<file path="src/rtl/mc_mem_responder.sv">
// mc_mem_responder: memory-side responder for the multicycle MIPS core.
// Accepts a req/we access into a word-addressed unified store and answers
// with a one-cycle ack LATENCY cycles after acceptance. After each ack it
// spends one recovery cycle, so a req still held high during the ack cycle
// cannot start a second access.
module mc_mem_responder #(
  parameter int unsigned ADDR_WIDTH = 6,
  parameter int unsigned LATENCY    = 2
) (
  input  logic        clk,
  input  logic        reset,
  input  logic        req,
  input  logic        we,
  input  logic [31:0] addr,
  input  logic [31:0] wdata,
  output logic [31:0] rdata,
  output logic        ack,
  output logic        err,
  output logic        busy
);

  typedef enum logic [1:0] {
    IDLE    = 2'd0,
    WAIT    = 2'd1,
    RESP    = 2'd2,
    RECOVER = 2'd3
  } state_t;

  state_t state, state_next;
  logic [3:0] cnt, cnt_next;

  logic                  we_q;
  logic [ADDR_WIDTH+1:0] addr_q;
  logic [31:0]           wdata_q;

  logic [31:0] mem [2**ADDR_WIDTH];

  // Access attributes used at the edge that enters RESP. With LATENCY=1 that
  // edge is the acceptance edge itself, so the live inputs are used instead
  // of the latched copy.
  logic                  acc_we;
  logic [ADDR_WIDTH+1:0] acc_addr;
  logic [31:0]           acc_wdata;
  logic [ADDR_WIDTH-1:0] acc_idx;
  logic                  acc_misal;
  logic                  enter_resp;

  // Address bits above the word index are ignored, so accesses wrap.
  logic unused_addr_hi;
  assign unused_addr_hi = ^addr[31:ADDR_WIDTH+2];

  // Select live or latched access attributes.
  always_comb begin
    acc_we    = we_q;
    acc_addr  = addr_q;
    acc_wdata = wdata_q;
    if (state == IDLE) begin
      acc_we    = we;
      acc_addr  = addr[ADDR_WIDTH+1:0];
      acc_wdata = wdata;
    end
    acc_idx    = acc_addr[ADDR_WIDTH+1:2];
    acc_misal  = |acc_addr[1:0];
    enter_resp = (state_next == RESP) && (state != RESP);
  end

  // Next-state and wait-counter logic. The counter holds the number of
  // cycles still to spend before RESP; RESP is entered on the edge where it
  // would decrement to zero, which places ack exactly LATENCY cycles after
  // the acceptance cycle.
  always_comb begin
    state_next = state;
    cnt_next   = cnt;
    case (state)
      IDLE: begin
        if (req) begin
          cnt_next   = 4'(LATENCY - 1);
          state_next = (LATENCY <= 1) ? RESP : WAIT;
        end
      end
      WAIT: begin
        cnt_next = cnt - 4'd1;
        if (cnt <= 4'd1) begin
          cnt_next   = '0;
          state_next = RESP;
        end
      end
      RESP:    state_next = RECOVER;
      RECOVER: state_next = IDLE;
      default: state_next = IDLE;
    endcase
  end

  // Control state, latched request and registered outputs.
  always_ff @(posedge clk or negedge reset) begin
    if (!reset) begin
      state   <= IDLE;
      cnt     <= '0;
      we_q    <= 1'b0;
      addr_q  <= '0;
      wdata_q <= '0;
      rdata   <= '0;
      ack     <= 1'b0;
      err     <= 1'b0;
      busy    <= 1'b0;
    end else begin
      state <= state_next;
      cnt   <= cnt_next;
      if (state == IDLE && req) begin
        we_q    <= we;
        addr_q  <= addr[ADDR_WIDTH+1:0];
        wdata_q <= wdata;
      end
      ack   <= (state_next == RESP);
      busy  <= (state_next == WAIT) || (state_next == RESP);
      err   <= enter_resp && acc_misal;
      rdata <= (enter_resp && !acc_we && !acc_misal) ? mem[acc_idx] : '0;
    end
  end

  // Store write on the edge entering RESP; contents survive reset.
  always_ff @(posedge clk) begin
    if (reset && enter_resp && acc_we && !acc_misal)
      mem[acc_idx] <= acc_wdata;
  end

endmodule

</file>
<file path="config.mk">
export PLATFORM = sky130hd
export DESIGN_NAME = mc_mem_responder
export DESIGN_NICKNAME = d
export VERILOG_FILES = /design/src/rtl/mc_mem_responder.sv
export SDC_FILE = /design/constraint.sdc
export NUM_CORES = 2
export LEC_CHECK = 0
export ABC_AREA = 1
export CORE_MARGIN = 5
export CORE_UTILIZATION = 65
export CTS_BUF_LIST = sky130_fd_sc_hd__clkbuf_8
export DETAILED_ROUTE_END_ITERATION = 10
export PLACE_DENSITY = 0.82
export SETUP_SLACK_MARGIN = 0.5
export SYNTH_ARGS = -nofsm -noshare
export SYNTH_HDL_FRONTEND = slang
export SYNTH_SLANG_ARGS = --single-unit
</file>
<file path="constraint.sdc">
create_clock -name clk -period 4.8 [get_ports clk]
set_input_delay 0.96 -clock clk [delete_from_list [all_inputs] [get_ports clk]]
set_output_delay 0.96 -clock clk [all_outputs]
set_load 0.01 [all_outputs]
</file>
Yosys cells after proc, flatten, opt, wreduce, memory -nomap -nowiden --
Memory sizes are Yosys's and may differ from the RTL's. Index checks and enable logic that the tools add are counted.
Storage, ports and cells: register bits after elaboration 82, bits in latches 0, bits in writable memories 2048, bits in read-only memories 0, input bits 68, output and inout bits 35, word-level logic and storage cells 46, memories kept 1
Memory list:
- mem | depth 64, bits a word 32, read ports 1, clocked after memory_dff 0, write ports 1, RTL line 36 | logic [31:0] mem [2**ADDR_WIDTH];
Cells by class: add/sub/neg operators 1, $mul 0, div/mod/pow operators 0, $lt $le $gt $ge 1, equal/unequal tests 7, shift operators 0, multiplexer cells 12, bitwise operators 0, reduce and logical (&&, ||, !) cells 15
Operators with widths (count):
- 2-to-1 mux 32 bit | 2
- logical AND 1 bit | 8
- 2-to-1 mux 4 bit | 2
- 2-to-1 mux 8 bit | 1
- case mux 2 bit (4 select lines) | 1
- case mux 4 bit (2 select lines) | 1
- == test 2 bit, second input constant | 3
- == test 2 x 1 -> 1 bit, second input constant | 2
- <= comparator 4 x 1 -> 1 bit, second input constant | 1
- 2-to-1 mux 2 bit | 2
- != test 2 bit, second input constant | 2
- subtractor 4 x 1 -> 4 bit, second input constant | 1
- 2-to-1 mux 1 bit | 3
- zero test 1 bit | 2
- zero test 2 bit | 1
- AND reduction 2 bit | 1
- nonzero test 2 bit | 1
- OR reduction 2 bit | 1
- logical OR 1 bit | 1

Longest topological paths before layout --
depth in word-level cells 10, gate-level depth with buffers 17, mapped depth without buffers 15

Worst setup path before layout --
Ideal clock, no wire load.
path type input to register, start in req, end mem mem[0][0], enable pin, library setup time 0.421 ns, arrival time 3.907 ns, data required time 4.379 ns, slack 0.472 ns, stages 8, cells stage by stage nand2_1 inv_1 nor3_1 ha_1 nand3_1 nor3b_4 nand3_4 nor2_1
On the way: word-level cells in the longest chain between the ends 9
RTL lines:
- from (decl) | RTL line 12 | input logic req,
- 2-to-1 mux 2 bit | RTL line 76 | if (req) begin
- case mux 2 bit (4 select lines) | RTL line 74 | case (state)
- == test 2 bit | RTL line 64 | enter_resp = (state_next == RESP) && (state != RESP);
- logical AND 1 bit | RTL line 64
- logical AND 1 bit (3 in a row) | RTL line 123 | if (reset && enter_resp && acc_we && !acc_misal)
- 2-to-1 mux 1 bit | RTL line 123
- 2-to-1 mux 1 bit (not written as such) | RTL line 124 | mem[acc_idx] <= acc_wdata;
- to (decl) | RTL line 36
No other way between the ends.

Final worst setup path --
start reg state[0], end reg rdata[1]
On the way: word-level cells in the longest chain between the ends 7
RTL lines:
- from (decl) | RTL line 29 | state_t state, state_next;
- from (signal assigned) | RTL line 107 | state <= state_next;
- parallel branches: the longest is 6 deep, another holds memory read (64 x 32 bit)
- 2-to-1 mux 32 bit * | RTL line 117 | rdata <= (enter_resp && !acc_we && !acc_misal) ? mem[acc_idx] : '0;
- to (signal assigned) | RTL line 117
- to (decl) | RTL line 16 | output logic [31:0] rdata,
Mark *: on every way between the ends. A chain may end at the register's enable or synchronous reset.

==> results.cfg <==
[clock_network]
htreeDepth = 5
hold_buffers = 1
cts_buffer_depth = 4
path_clk_slew_ns = 0.06
clkLatencyLatePin_ns = 1.02
clock-root-buffer = clkbuf_8
postCtsSetupBuffers = 0
cts_resized = 0
numCtsBuffers = 338
cts_tree = yes
clock-sinks = 2130

[yosys]
ys_async_sr_fraction_pct = 3.85
synthSimpleGateAreaFrac_pct = 18.9
synthAdderAreaFrac_pct = 0.0434
ys_seq_area_share_pct = 73.4
synth_warnings = 0
syn-instance-count = 7646
synth_most_common_cell = nand2_1
synth_edf_count = 2048
netlist-cell-type-count = 36
synth_xor_area_share_pct = 0
synth_top_family_by_area = simple AND/OR/NAND/NOR gates
syn-num-nets = 7717
ys_ff_latch = 2130
ys_top_cells_by_count = nand2_1, edfxtp_1, nor2_1
yosys.area.top_type = edfxtp_1
syn_avg_cell_area_sq_um = 11.3
synth_area_leaders = edfxtp_1, nand2_1, nand3_1
synth_top_area_share_pct = 71.1
yosys_most_used_dff = edfxtp_1
synth.cell_area_sq_um = 86500
synth_compound_area_share_pct = 3.51
muxShareOfSynthArea_pct = 0

[finish]
nets = 7947
flow.area_growth_from_synthesis_pct = 12.6
drive_gt1_share_pct = 9.25
design_area_sq_um = 97400

[power_and_ir_drop]
ir_drop_mv = 0.968
p_leak_nw = 37.2
powerDensity_nw_per_um2 = 675

[global_route]
grt_max_degree = 163
gr-usage-all-layers_pct = 33.4
grt_first_pass_wirelength_um = 350000
grt_pass1_vias = 59200
overflow = 0
antenna_found_initial = 14

[floorplanning]
die_h_um = 375
coreArea_sq_um = 132000
num_rows = 133
die-area_sq_um = 141000
start_util_pct = 65.6
die_x_um = 375
pin_count = 103

[drt]
firstDrtPassIters = 6
drc = 0
via_count = 60100
routed_wl_um = 238000
drtIter0Drc = 9345
drt-vias-per-instance = 6.08
wl_per_cell_um = 24.1
postRouteAntennaNets = 0

[setup_path]
cp-end-kind = flip-flop
startpoint = state[0]
worstRegToRegCells = 12
reg2reg_from = state[0]
endpoint = rdata[1]
start_kind = flip-flop
required_ns = 5.72
r2r_end = rdata[1]
crit_type = reg2reg
critical_path.max_fanout = 53
r2r_slack_ns = 0.87
arrival_ns = 4.85

[sta]
post-route-min-period_ns = 3.93
max_freq_ghz = 0.255
slew_headroom_pct = 21.4
rsz0062_at_grt = false
finClkSkew_ns = 0.0564
hold_viol = 0
holdWs_ns = 0.486
worst_slack_ns = 0.873
tightest_slew_ns = 1.17
setup-tns-final_ns = 0
period_share_pct = 81.8
drv_slew = 0
setup_violations = 0

[job]
maxCapViolCount = 0

[place]
placed_area_sq_um = 91300
io_buffers = 78
dp_hpwl_um = 133000
preCtsSetupSlack_ns = 0.592
gp_congestion = 0.936

[worst_hold_path]
hold_path_class = reg2reg
min_from = wdata_q[24]

[run_status]
status = finished, final reports clean
[state kept, by name (all words and copies together) (netlist names)]
signal and count:
state 2, rdata 32, err 1, we_q 1, ack 1, cnt 4
addr_q 8, mem 2048, busy 1, wdata_q 32
[where the power goes]
group          internal (mW)  leakage (nW)  switching (mW)
registers               24.1          19.6           0.165
clock network           7.26          3.50            6.86
logic                   6.27          14.1            21.0
[kinds of logic after synthesis]
logic type / count (synthesis)
adder cells (fa/ha/maj): 3
buffers and inverters: 859
flip-flops: 2130
AND/OR/NAND/NOR: 4053
AO/OA/AOI/OAI: 601
[metrics by stage]
stage	utilization [%]	std cells	power [mW]
finish	73.8	9887	65.7
global route	73.8	9878	68.4
CTS	73.8	9872	64.8
detailed placement	69.2	9290	50.8
global placement	69.2	9290	49.7
floorplan	-	7646	40.6
[routing by layer]
metal,global-route usage [%],part of all wire (%),vias up,wire length [um]
met5,0,0.024,-,56
met4,19.2,5.9,8,14100
met3,9.96,15,866,35900
met2,51.5,46,4734,109000
met1,42.8,33,28200,78900
li1,-,-,26300,-
[cells in the final DEF (no fill, tap or decap), drive strengths merged]
cell              n
clkinv          102
o31ai             1
nor3              7
a21oi            54
nor3b             2
clkbuf          357
nand4            92
clkdlybuf4s50    77
ha                3
and2             14
nand3           571
buf             220
dfrtp            82
o211ai            1
a31oi             3
o21ai           541
or2               1
and3              1
dlygate4sd3       1
diode            15
o32ai             1
inv             561
edfxtp         2048
clkinvlp          4
nand2          2683
bufinv            8
nor2            682
[layout make-up]
type	instances	area, sq um
Sequential cell	2130	63600
Clock inverter	224	1110
Clock buffer	357	4910
Fill cell	7747	34600
Inverter	451	1690
Timing Repair Buffer	298	3480
Antenna cell	15	37.5
Tap cell	1755	2200
Multi-Input combinational cell	4657	20400
[critical path, stage by stage (launching register included)]
cell and delay, ns:
dfrtp_1 0.42, nor2_4 0.45, nand2_1 0.25, nand2_8 0.44, buf_12 0.30, buf_4 0.24, nand2_1 0.07, nand3_1 0.08
nand2_1 0.05, o21ai_0 0.45, and2_0 0.66, nand3_1 0.20, nor2_1 0.13
[how the worst min path moves through the flow]
stage,to,slack [ns],cells past startpoint
floorplan,wdata_q[0],0.45,2
global placement,wdata_q[0],0.47,2
detailed placement,wdata_q[24],0.47,2
CTS,wdata_q[24],0.49,2
global route,wdata_q[24],0.51,2
finish,wdata_q[24],0.49,2
Note: power is estimated with default switching activity, not from simulation.
